--- src/rtl/float_norm_pkg.sv ---
// Shared widths, result layout and the exponent/shift clamp for the normalize scheduler.
package float_norm_pkg;

    localparam int DEF_NUM_REQ     = 4;
    localparam int DEF_MANT_WIDTH  = 26;
    localparam int DEF_SHIFT_WIDTH = 5;
    localparam int DEF_EXP_WIDTH   = 8;
    localparam int DEF_ID_WIDTH    = 2;
    localparam int ADJ_WIDTH       = 16;

    typedef struct packed {
        logic [DEF_ID_WIDTH-1:0]   id;
        logic [DEF_MANT_WIDTH-1:0] mant;
        logic [DEF_EXP_WIDTH-1:0]  exp;
        logic                      zero;
        logic                      uflow;
    } norm_res_t;

    typedef struct packed {
        logic [ADJ_WIDTH-1:0] shift;
        logic [ADJ_WIDTH-1:0] exp;
        logic                 uflow;
    } norm_adj_t;

    // Borrow out of the one-bit-wider subtraction means the shift would push the exponent below 0.
    function automatic norm_adj_t norm_adjust(input logic [ADJ_WIDTH-1:0] lz,
                                              input logic [ADJ_WIDTH-1:0] exp);
        norm_adj_t          r;
        logic [ADJ_WIDTH:0] diff;
        diff = {1'b0, exp} - {1'b0, lz};
        if (diff[ADJ_WIDTH]) begin
            r.shift = exp;
            r.exp   = '0;
            r.uflow = 1'b1;
        end else begin
            r.shift = lz;
            r.exp   = diff[ADJ_WIDTH-1:0];
            r.uflow = 1'b0;
        end
        return r;
    endfunction

endpackage

--- src/rtl/float_naive_lzc.sv ---
// Naive leading-zero counter; an all-zero input reports INPUT_WIDTH.
module float_naive_lzc #(
    parameter int INPUT_WIDTH  = 26,
    parameter int OUTPUT_WIDTH = 5,
    parameter int OUTPUT_STEP  = 1,
    parameter int OUTPUT_BIAS  = 0
) (
    input  logic [INPUT_WIDTH-1:0]  data_in,
    output logic [OUTPUT_WIDTH-1:0] count
);

    always_comb begin
        int n;
        n = INPUT_WIDTH;
        for (int i = 0; i < INPUT_WIDTH; i++) begin
            if (data_in[i]) n = INPUT_WIDTH - 1 - i;
        end
        count = OUTPUT_WIDTH'(n * OUTPUT_STEP + OUTPUT_BIAS);
    end

endmodule

--- src/rtl/float_norm_rr_arb.sv ---
// Round-robin arbiter: searches from ptr upward and moves ptr past the lane that handshakes.
module float_norm_rr_arb #(
    parameter int NUM_REQ = 4,
    parameter int IDX_W   = (NUM_REQ > 1) ? $clog2(NUM_REQ) : 1
) (
    input  logic               clk,
    input  logic               rst,
    input  logic [NUM_REQ-1:0] req_valid,
    input  logic               load_en,
    output logic [NUM_REQ-1:0] ready,
    output logic [IDX_W-1:0]   grant_idx,
    output logic [IDX_W-1:0]   ptr
);

    logic found;

    always_comb begin
        int j;
        found     = 1'b0;
        grant_idx = '0;
        j         = 0;
        for (int k = 0; k < NUM_REQ; k++) begin
            j = int'(ptr) + k;
            if (j >= NUM_REQ) j = j - NUM_REQ;
            if (!found && req_valid[j]) begin
                found     = 1'b1;
                grant_idx = IDX_W'(j);
            end
        end
    end

    always_comb begin
        ready = '0;
        if (found && load_en && !rst) ready[grant_idx] = 1'b1;
    end

    always_ff @(posedge clk) begin
        if (rst) begin
            ptr <= '0;
        end else if (|ready) begin
            ptr <= (int'(grant_idx) == NUM_REQ - 1) ? '0 : grant_idx + 1'b1;
        end
    end

endmodule

--- src/rtl/float_norm_sched.sv ---
// Shares one LZC/normalize datapath among NUM_REQ lanes through a two-stage pipeline.
module float_norm_sched
    import float_norm_pkg::*;
#(
    parameter int NUM_REQ     = DEF_NUM_REQ,
    parameter int MANT_WIDTH  = DEF_MANT_WIDTH,
    parameter int SHIFT_WIDTH = DEF_SHIFT_WIDTH,
    parameter int EXP_WIDTH   = DEF_EXP_WIDTH,
    parameter int ID_WIDTH    = DEF_ID_WIDTH
) (
    input  logic                          clk,
    input  logic                          rst,
    input  logic [NUM_REQ-1:0]            req_valid,
    output logic [NUM_REQ-1:0]            req_ready,
    input  logic [NUM_REQ*MANT_WIDTH-1:0] req_mant,
    input  logic [NUM_REQ*EXP_WIDTH-1:0]  req_exp,
    output logic                          out_valid,
    input  logic                          out_ready,
    output logic [ID_WIDTH-1:0]           out_id,
    output logic [MANT_WIDTH-1:0]         out_mant,
    output logic [EXP_WIDTH-1:0]          out_exp,
    output logic                          out_zero,
    output logic                          out_uflow
);

    localparam int IDX_W = (NUM_REQ > 1) ? $clog2(NUM_REQ) : 1;

    // Handshakes: a transfer happens on a rising edge where valid && ready; a producer keeps
    // valid and data stable until then, and ready may depend combinationally on valid.
    logic                   s1_valid;
    logic [ID_WIDTH-1:0]    s1_id;
    logic [MANT_WIDTH-1:0]  s1_mant;
    logic [EXP_WIDTH-1:0]   s1_exp;
    logic                   s2_load;
    logic                   s1_load;
    logic                   accept;
    logic [IDX_W-1:0]       grant_idx;
    logic [IDX_W-1:0]       ptr;
    logic [SHIFT_WIDTH-1:0] lz;
    norm_adj_t              adj;

    assign s2_load = !out_valid || out_ready;
    assign s1_load = !s1_valid || s2_load;
    assign accept  = |req_ready;

    float_norm_rr_arb #(
        .NUM_REQ (NUM_REQ),
        .IDX_W   (IDX_W)
    ) u_arb (
        .clk       (clk),
        .rst       (rst),
        .req_valid (req_valid),
        .load_en   (s1_load),
        .ready     (req_ready),
        .grant_idx (grant_idx),
        .ptr       (ptr)
    );

    float_naive_lzc #(
        .INPUT_WIDTH  (MANT_WIDTH),
        .OUTPUT_WIDTH (SHIFT_WIDTH),
        .OUTPUT_STEP  (1),
        .OUTPUT_BIAS  (0)
    ) u_lzc (
        .data_in (s1_mant),
        .count   (lz)
    );

    assign adj = norm_adjust(ADJ_WIDTH'(lz), ADJ_WIDTH'(s1_exp));

    always_ff @(posedge clk) begin
        if (rst) begin
            s1_valid  <= 1'b0;
            s1_id     <= '0;
            s1_mant   <= '0;
            s1_exp    <= '0;
            out_valid <= 1'b0;
            out_id    <= '0;
            out_mant  <= '0;
            out_exp   <= '0;
            out_zero  <= 1'b0;
            out_uflow <= 1'b0;
        end else begin
            if (s1_load) begin
                s1_valid <= accept;
                if (accept) begin
                    s1_id   <= ID_WIDTH'(grant_idx);
                    s1_mant <= req_mant[grant_idx*MANT_WIDTH +: MANT_WIDTH];
                    s1_exp  <= req_exp[grant_idx*EXP_WIDTH +: EXP_WIDTH];
                end
            end
            if (s2_load) begin
                out_valid <= s1_valid;
                if (s1_valid) begin
                    out_id <= s1_id;
                    if (s1_mant == '0) begin
                        out_mant  <= '0;
                        out_exp   <= '0;
                        out_zero  <= 1'b1;
                        out_uflow <= 1'b0;
                    end else begin
                        out_mant  <= s1_mant << adj.shift[SHIFT_WIDTH-1:0];
                        out_exp   <= adj.exp[EXP_WIDTH-1:0];
                        out_zero  <= 1'b0;
                        out_uflow <= adj.uflow;
                    end
                end
            end
        end
    end

endmodule

--- config.mk ---
export PLATFORM = sky130hd
export DESIGN_NAME = float_norm_sched
export DESIGN_NICKNAME = d
export VERILOG_FILES = /design/src/rtl/float_norm_pkg.sv /design/src/rtl/float_naive_lzc.sv /design/src/rtl/float_norm_rr_arb.sv /design/src/rtl/float_norm_sched.sv
export SDC_FILE = /design/constraint.sdc
export NUM_CORES = 1
export LEC_CHECK = 0
export CORE_UTILIZATION = 51
export CTS_CLUSTER_DIAMETER = 80
export CTS_CLUSTER_SIZE = 8
export DETAILED_ROUTE_END_ITERATION = 10
export PLACE_DENSITY = 0.87
export SLEW_MARGIN = 20
export SYNTH_ARGS = -nofsm -noshare
export SYNTH_HDL_FRONTEND = slang
export SYNTH_SLANG_ARGS = --single-unit
--- constraint.sdc ---
create_clock -name clk -period 11.4 [get_ports clk]
set_input_delay 1.71 -clock clk [delete_from_list [all_inputs] [get_ports clk]]
set_output_delay 1.71 -clock clk [all_outputs]
set_load 0.03 [all_outputs]
==> results.ini, run 1 <==
[grt]
grt_overflow_total=0
antenna_found_initial=0
grt_pass1_wl_mm=28.9
grt_max_degree=77
grt_use_total_pct=30.9
grt_pass1_vias=5837

[power]
intPower_w=0.00120
p_comb_share_pct=67.7
leakagePower_nw=3.32
power.total_w=0.00230
p_sw_share_pct=48.0
pwr-share-clk_pct=13.2
powerDensity_nw_per_um2=288
ir_drop_v=0.000212
p_sw_w=0.00110
pwr-share-seq_pct=19.1

[critical_path]
endpoint_kind=output port
path_cells=clkdlybuf4s50_1 > a21oi_1 > o21a_1 > o22ai_4 > buf_4 > inv_2 > ha_1 > and2_1 > clkdlybuf4s50_1
slowest_delay_ps=610
critPathMaxFanout=72
reg2reg_to=out_mant[14]
crit_required_ps=9690
critPathArrivalTime_ps=5100
reg2regPathDepth=16
cp_slowest_cell=inv_2
cpMostUsedCell=clkdlybuf4s50_1
rrSetupSlack_ps=6130
timing.rr.start=s1_mant[20]
worstSetupStartpointType=input port
critical_path_class=in2out

[clocking]
h-tree-depth=3
clk_pin_slew_ps=50
cts_tree=built
clk_latency_ps=340
ctsRootBufferMaster=clkbuf_16
clk_path_buf_depth=2
cts_hold_buf=0
cts_setup_buffers=0
clock_sinks=78
cts_buffers=9
ctsResizeCount=0

[floorplanning]
dieArea_sq_um=12000
fp-row-count=38
chipHeight_um=109
start_util_pct=53.3
core_area_sq_um=11000
num_io_pins=186
die_x_um=109

[drt]
via_per_inst=6.09
via_count=6544
ant_nets=0
wl_per_cell_um=17.3
drtPass1Iterations=5
drt-initial-drc-count=589
routed_wl_mm=18.6
drcViolationCount=0

[logic_synthesis]
synth.avg_cell_area_sq_um=7.33
synth_cell_types=64
syn_nets=954
synth.top_cells.by_count=nand2_1, nor2_1, dfxtp_1
yosysSeqAreaShare_pct=26.6
synth.most_common_cell=nand2_1
ys_async_sr_fraction_pct=0
synth_edf_count=0
synthTopCellsByArea=dfxtp_1, mux2i_1, nand2_1
synth_top_area_cell=dfxtp_1
ys_ff_latch=78
netlist_instances=801
synth_top_area_share_pct=26.6
synth_flop_cell=dfxtp_1
synth_area_sq_um=5870
ys_warn_count=0

[timing]
hold_viol=0
setup-violations-final=0
fin_crit_ps=6810
postLayoutSetupSlackWorst_ps=4590
clock-skew-final_ps=6.79
finalMaxSlewViolations=0
max_slew_margin_pct=26.3
fmax_mhz=147
worst-slew-pin-transition_ps=1110
holdWs_ps=454
rsz0062_at_grt=false
fin_crit_sh_pct=59.8
fin_tns_setup_ps=0

[status]
status=completed

[hold_path]
hold_class=reg2reg
hold-path-endpoint=out_mant[5]
whs_path_depth=2
worstHoldStart=out_mant[5]

[flow_run]
cap_violations=0

[final_layout]
num-fill-cells=915
drive_gt1_share_pct=4.82
fin_nets=1083
antenna_cells=0
syn_to_final_growth_pct=35.9

[placement]
gp_congestion=0.929
io_buffer_count=185
place_hpwl_mm=13.5
place_worst_setup_slack_ps=4600

sequential cells by signal (all words and copies together), names as in the netlist:
signal	count
s1_valid	1
u_arb.ptr	2
out_mant	26
out_exp	8
out_valid	1
s1_id	2
out_id	2
out_uflow	1
s1_exp	8
out_zero	1
s1_mant	26
per-stage QoR:
stage	util (%)	instances	instance area (sq um)
2_1_floorplan	-	801	5870
3_3_place_gp	69.5	1059	7670
3_5_place_dp	69.5	1059	7670
4_1_cts	72.4	1074	7990
5_1_grt	72.4	1074	7990
6_report	72.4	1074	7990
critical path, delay by kind of cell:
family          cells  cell delay (ps)
buf+inv             4             2330
simple gates        1              160
compound gates      3              440
fa+ha+maj           1              410
routing by layer:
metal	GRT usage, %	vias up	share of wire [%]
met1	39.7	3005	42
met5	0	-	0
met3	6.94	48	7.8
met2	49.6	348	47
li1	-	3143	-
met4	13.7	0	3.1
logic make-up after synthesis:
group / count (synthesis) / synth area share, %
flops: 78 / 26.6
compound gates: 194 / 23.2
xor+xnor: 6 / 0.895
mux: 78 / 14.4
simple gates: 349 / 26.4
fa+ha+maj: 10 / 2.26
buf+inv: 86 / 6.28
final cells by class:
class                      instances  area [sq um]  area share, %
tap                              140           175           2.19
timing repair buffer             194          1910           24.0
clock inverter                     3          68.8          0.862
clock buffer                      12           246           3.09
inverter                          10          37.5          0.470
sequential                        78          1560           19.6
multi-input combinational        637          3980           49.9
cells in the final DEF (no fill, tap or decap), types with 7 or more instances in the layout:
master / synthesis / routed
nand2b_1: 7 / 7
a21o_1: 7 / 7
clkbuf_16: 0 / 9
and3_1: 37 / 37
nand2_1: 165 / 165
o21ai_0: 13 / 13
inv_1: 8 / 8
a22oi_1: 21 / 21
nor2b_1: 7 / 7
ha_1: 9 / 9
buf_4: 2 / 9
nor3_1: 10 / 9
clkdlybuf4s50_1: 0 / 184
mux2_2: 8 / 8
nor4_1: 8 / 7
dfxtp_1: 78 / 78
nor2_1: 89 / 89
a21oi_1: 58 / 58
mux2i_1: 63 / 63
a311oi_1: 35 / 35
nand3_1: 7 / 7
power by group through the flow:
stage,Combinational [W],Sequential [W],Clock [W]
4_1_cts,0.00153,0.000435,0.000306
6_report,0.00156,0.000439,0.000304
5_1_grt,0.00168,0.000447,0.000318
2_1_floorplan,0.00117,0.000454,0
3_5_place_dp,0.00153,0.000439,0
3_3_place_gp,0.00151,0.000436,0
worst max path at each step:
stage                  from           end  slack [ps]  cells past startpoint
2_1_floorplan  req_valid[0]  req_ready[3]        6290                      8
3_3_place_gp   req_valid[0]  req_ready[3]        4650                      9
3_5_place_dp   req_valid[0]  req_ready[3]        4600                      9
4_1_cts        req_valid[0]  req_ready[3]        4610                      9
5_1_grt        req_valid[0]  req_ready[3]        4350                      9
6_report       req_valid[0]  req_ready[3]        4590                      9
Power figures use the tool's default switching activity.
==> inputs of run 2 (changes only) <==
--- a/config.mk
+++ b/config.mk
@@ -5,11 +5,11 @@
 export SDC_FILE = /design/constraint.sdc
 export NUM_CORES = 1
 export LEC_CHECK = 0
-export CORE_UTILIZATION = 51
+export CORE_UTILIZATION = 48
 export CTS_CLUSTER_DIAMETER = 80
 export CTS_CLUSTER_SIZE = 8
 export DETAILED_ROUTE_END_ITERATION = 10
-export PLACE_DENSITY = 0.87
+export PLACE_DENSITY = 0.82
 export SLEW_MARGIN = 20
 export SYNTH_ARGS = -nofsm -noshare
 export SYNTH_HDL_FRONTEND = slang
==> constraint.sdc (replaced) <==
create_clock -name clk -period 6.9 [get_ports clk]
set_input_delay 1.035 -clock clk [delete_from_list [all_inputs] [get_ports clk]]
set_output_delay 1.035 -clock clk [all_outputs]
set_load 0.03 [all_outputs]
==> results.ini, run 2 (synthesis gave the netlist of run 1 again) <==
[timing]
rsz0062_at_grt=false  ; unchanged
fin_tns_setup_ps=0  ; unchanged
worst-slew-pin-transition_ps=969  ; was 1110 ps
fmax_mhz=194
fin_crit_ps=5160
clock-skew-final_ps=8.38  ; was 6.79 ps
setup-violations-final=0  ; unchanged
finalMaxSlewViolations=0  ; unchanged
fin_crit_sh_pct=74.7
hold_viol=0  ; unchanged
max_slew_margin_pct=35.2  ; was 26.3%

[clocking]
cts_tree=built  ; unchanged
cts_buffers=9  ; unchanged
clk_latency_ps=350  ; was 340 ps
clk_path_buf_depth=2  ; unchanged
clock_sinks=78  ; unchanged
ctsRootBufferMaster=clkbuf_16  ; unchanged
cts_setup_buffers=0  ; unchanged
ctsResizeCount=0  ; unchanged
clk_pin_slew_ps=60  ; was 50 ps
cts_hold_buf=0  ; unchanged
h-tree-depth=3  ; unchanged

[final_layout]
mostFrequentLayoutCells=clkdlybuf4s50_1, nand2_1, nor2_1  ; unchanged
reg_top3=out_mant x26, s1_mant x26  ; unchanged
fin_nets=1088  ; was 1083
drive_gt1_share_pct=5.53  ; was 4.82%
final_common_cell=clkdlybuf4s50_1  ; unchanged
syn_to_final_growth_pct=36.6  ; was 35.9%
post-route-util_pct=67.1  ; was 72.4%
antenna_cells=0  ; unchanged

[status]
status=completed  ; unchanged

[floorplanning]
core_area_sq_um=12000  ; was 11000 sq um
die_x_um=113  ; was 109 um
start_util_pct=49.1  ; was 53.3%
dieArea_sq_um=12700  ; was 12000 sq um
num_io_pins=186  ; unchanged
fp-row-count=40  ; was 38
chipHeight_um=113  ; was 109 um

[grt]
grt_overflow_total=0  ; unchanged
grt_pass1_vias=5963  ; was 5837
antenna_found_initial=0  ; unchanged
grt_use_total_pct=29.5  ; was 30.9%
grt_max_degree=77  ; unchanged
grt_pass1_wl_mm=29.9  ; was 28.9 mm

[placement]
place_hpwl_mm=13.7  ; was 13.5 mm
gp_congestion=0.930  ; was 0.929
io_buffer_count=185  ; unchanged

[critical_path]
cp_slowest_cell=o31a_2  ; was inv_2
critPathBufInv=2  ; was 4
worstSetupStartpointType=register  ; was input port
cpMostUsedCell=o21a_1  ; was clkdlybuf4s50_1
crit_required_ps=7140  ; was 9690 ps
critPathMaxFanout=31  ; was 72
critPathTopFamily=compound AO/OA/AOI/OAI gates  ; was buffers and inverters
slowest_delay_ps=720  ; was 610 ps
critPathArrivalTime_ps=5400  ; was 5100 ps
critical_path_class=reg2reg  ; was in2out
endpoint_kind=register  ; was output port
path_cells=nor2b_1 > o21a_1 > or3_1 > o311ai_2 > ha_1 > inv_1 > fa_1 > a211oi_1 > o21a_1 > o31a_2 > buf_4 > mux4_2 > nand3_1 > o2111ai_1 > a21o_1  ; was clkdlybuf4s50_1 > a21oi_1 > o21a_1 > o22ai_4 > buf_4 > inv_2 > ha_1 > and2_1 > clkdlybuf4s50_1

[power]
powerDensity_nw_per_um2=475  ; was 288 nW/um^2
leakagePower_nw=3.34  ; was 3.32 nW
ir_drop_v=0.000394  ; was 0.000212 V

[drt]
ant_nets=0  ; unchanged
wl_per_cell_um=17.1  ; was 17.3 um
via_count=6501  ; was 6544
drt-initial-drc-count=696  ; was 589
via_per_inst=5.98  ; was 6.09
drtPass1Iterations=8  ; was 5
drcViolationCount=0  ; unchanged
routed_wl_mm=18.6  ; about the same

[hold_path]
hold_class=reg2reg  ; unchanged

[flow_run]
cap_violations=0  ; unchanged

==> run 2: final timing paths <==
kind / to / cells after the start / from / slack [ps]
worst max register to register: out_mant[20] / 15 / s1_mant[20] / 1740
worst min-delay path: out_mant[8] / 2 / out_mant[8] / 450
worst min register to register: out_mant[8] / 2 / out_mant[8] / 450
worst max-delay path: out_mant[20] / 15 / s1_mant[20] / 1740
==> run 2: worst register-to-register path, cell delays in order, from the launching register on <==
cell and delay [ps]:
dfxtp_1 470, nor2b_1 80, o21a_1 180, or3_1 320, o311ai_2 410, ha_1 220
inv_1 60, fa_1 410, a211oi_1 340, o21a_1 510, o31a_2 730, buf_4 350
mux4_2 560, nand3_1 100, o2111ai_1 110, a21o_1 210
==> run 2: routing by layer <==
metal,vias up,part of all wire [%],GRT usage (%)
li1,3160,-,-
met1,2948,42,37.3
met2,333,47,47.8
met3,60,7.6,5.35
met4,0,4.3,15.4
met5,-,0,0
==> run 2: final cells by class <==
type	count	area, sq um
clock buffers	12	256
inverters	10	37.5
clock inverters	4	30.0
repair buffers	199	1970
fillers	988	3940
flip-flops and latches	78	1560
well taps	147	184
multi-input cells	637	3980
==> run 2: power by group <==
part	internal, W	leakage, nW	total [W]	switching (W)
Combinational	0.00114	2.56	0.00264	0.00151
Sequential	0.000566	0.637	0.000717	0.000151
Clock	0.000264	0.139	0.000450	0.000186
==> run 2: per-stage QoR <==
step	total power (W)	worst slack, ps	cell area (sq um)	cells	hold slack (ps)
final	0.00381	1740	8020	1087	447
after global routing	0.00405	1400	8020	1087	488
after CTS	0.00374	1780	8000	1086	450
after detailed placement	0.00328	1810	7710	1070	442
after global placement	0.00325	1930	7710	1070	437
after floorplan	0.00268	2760	5870	801	432
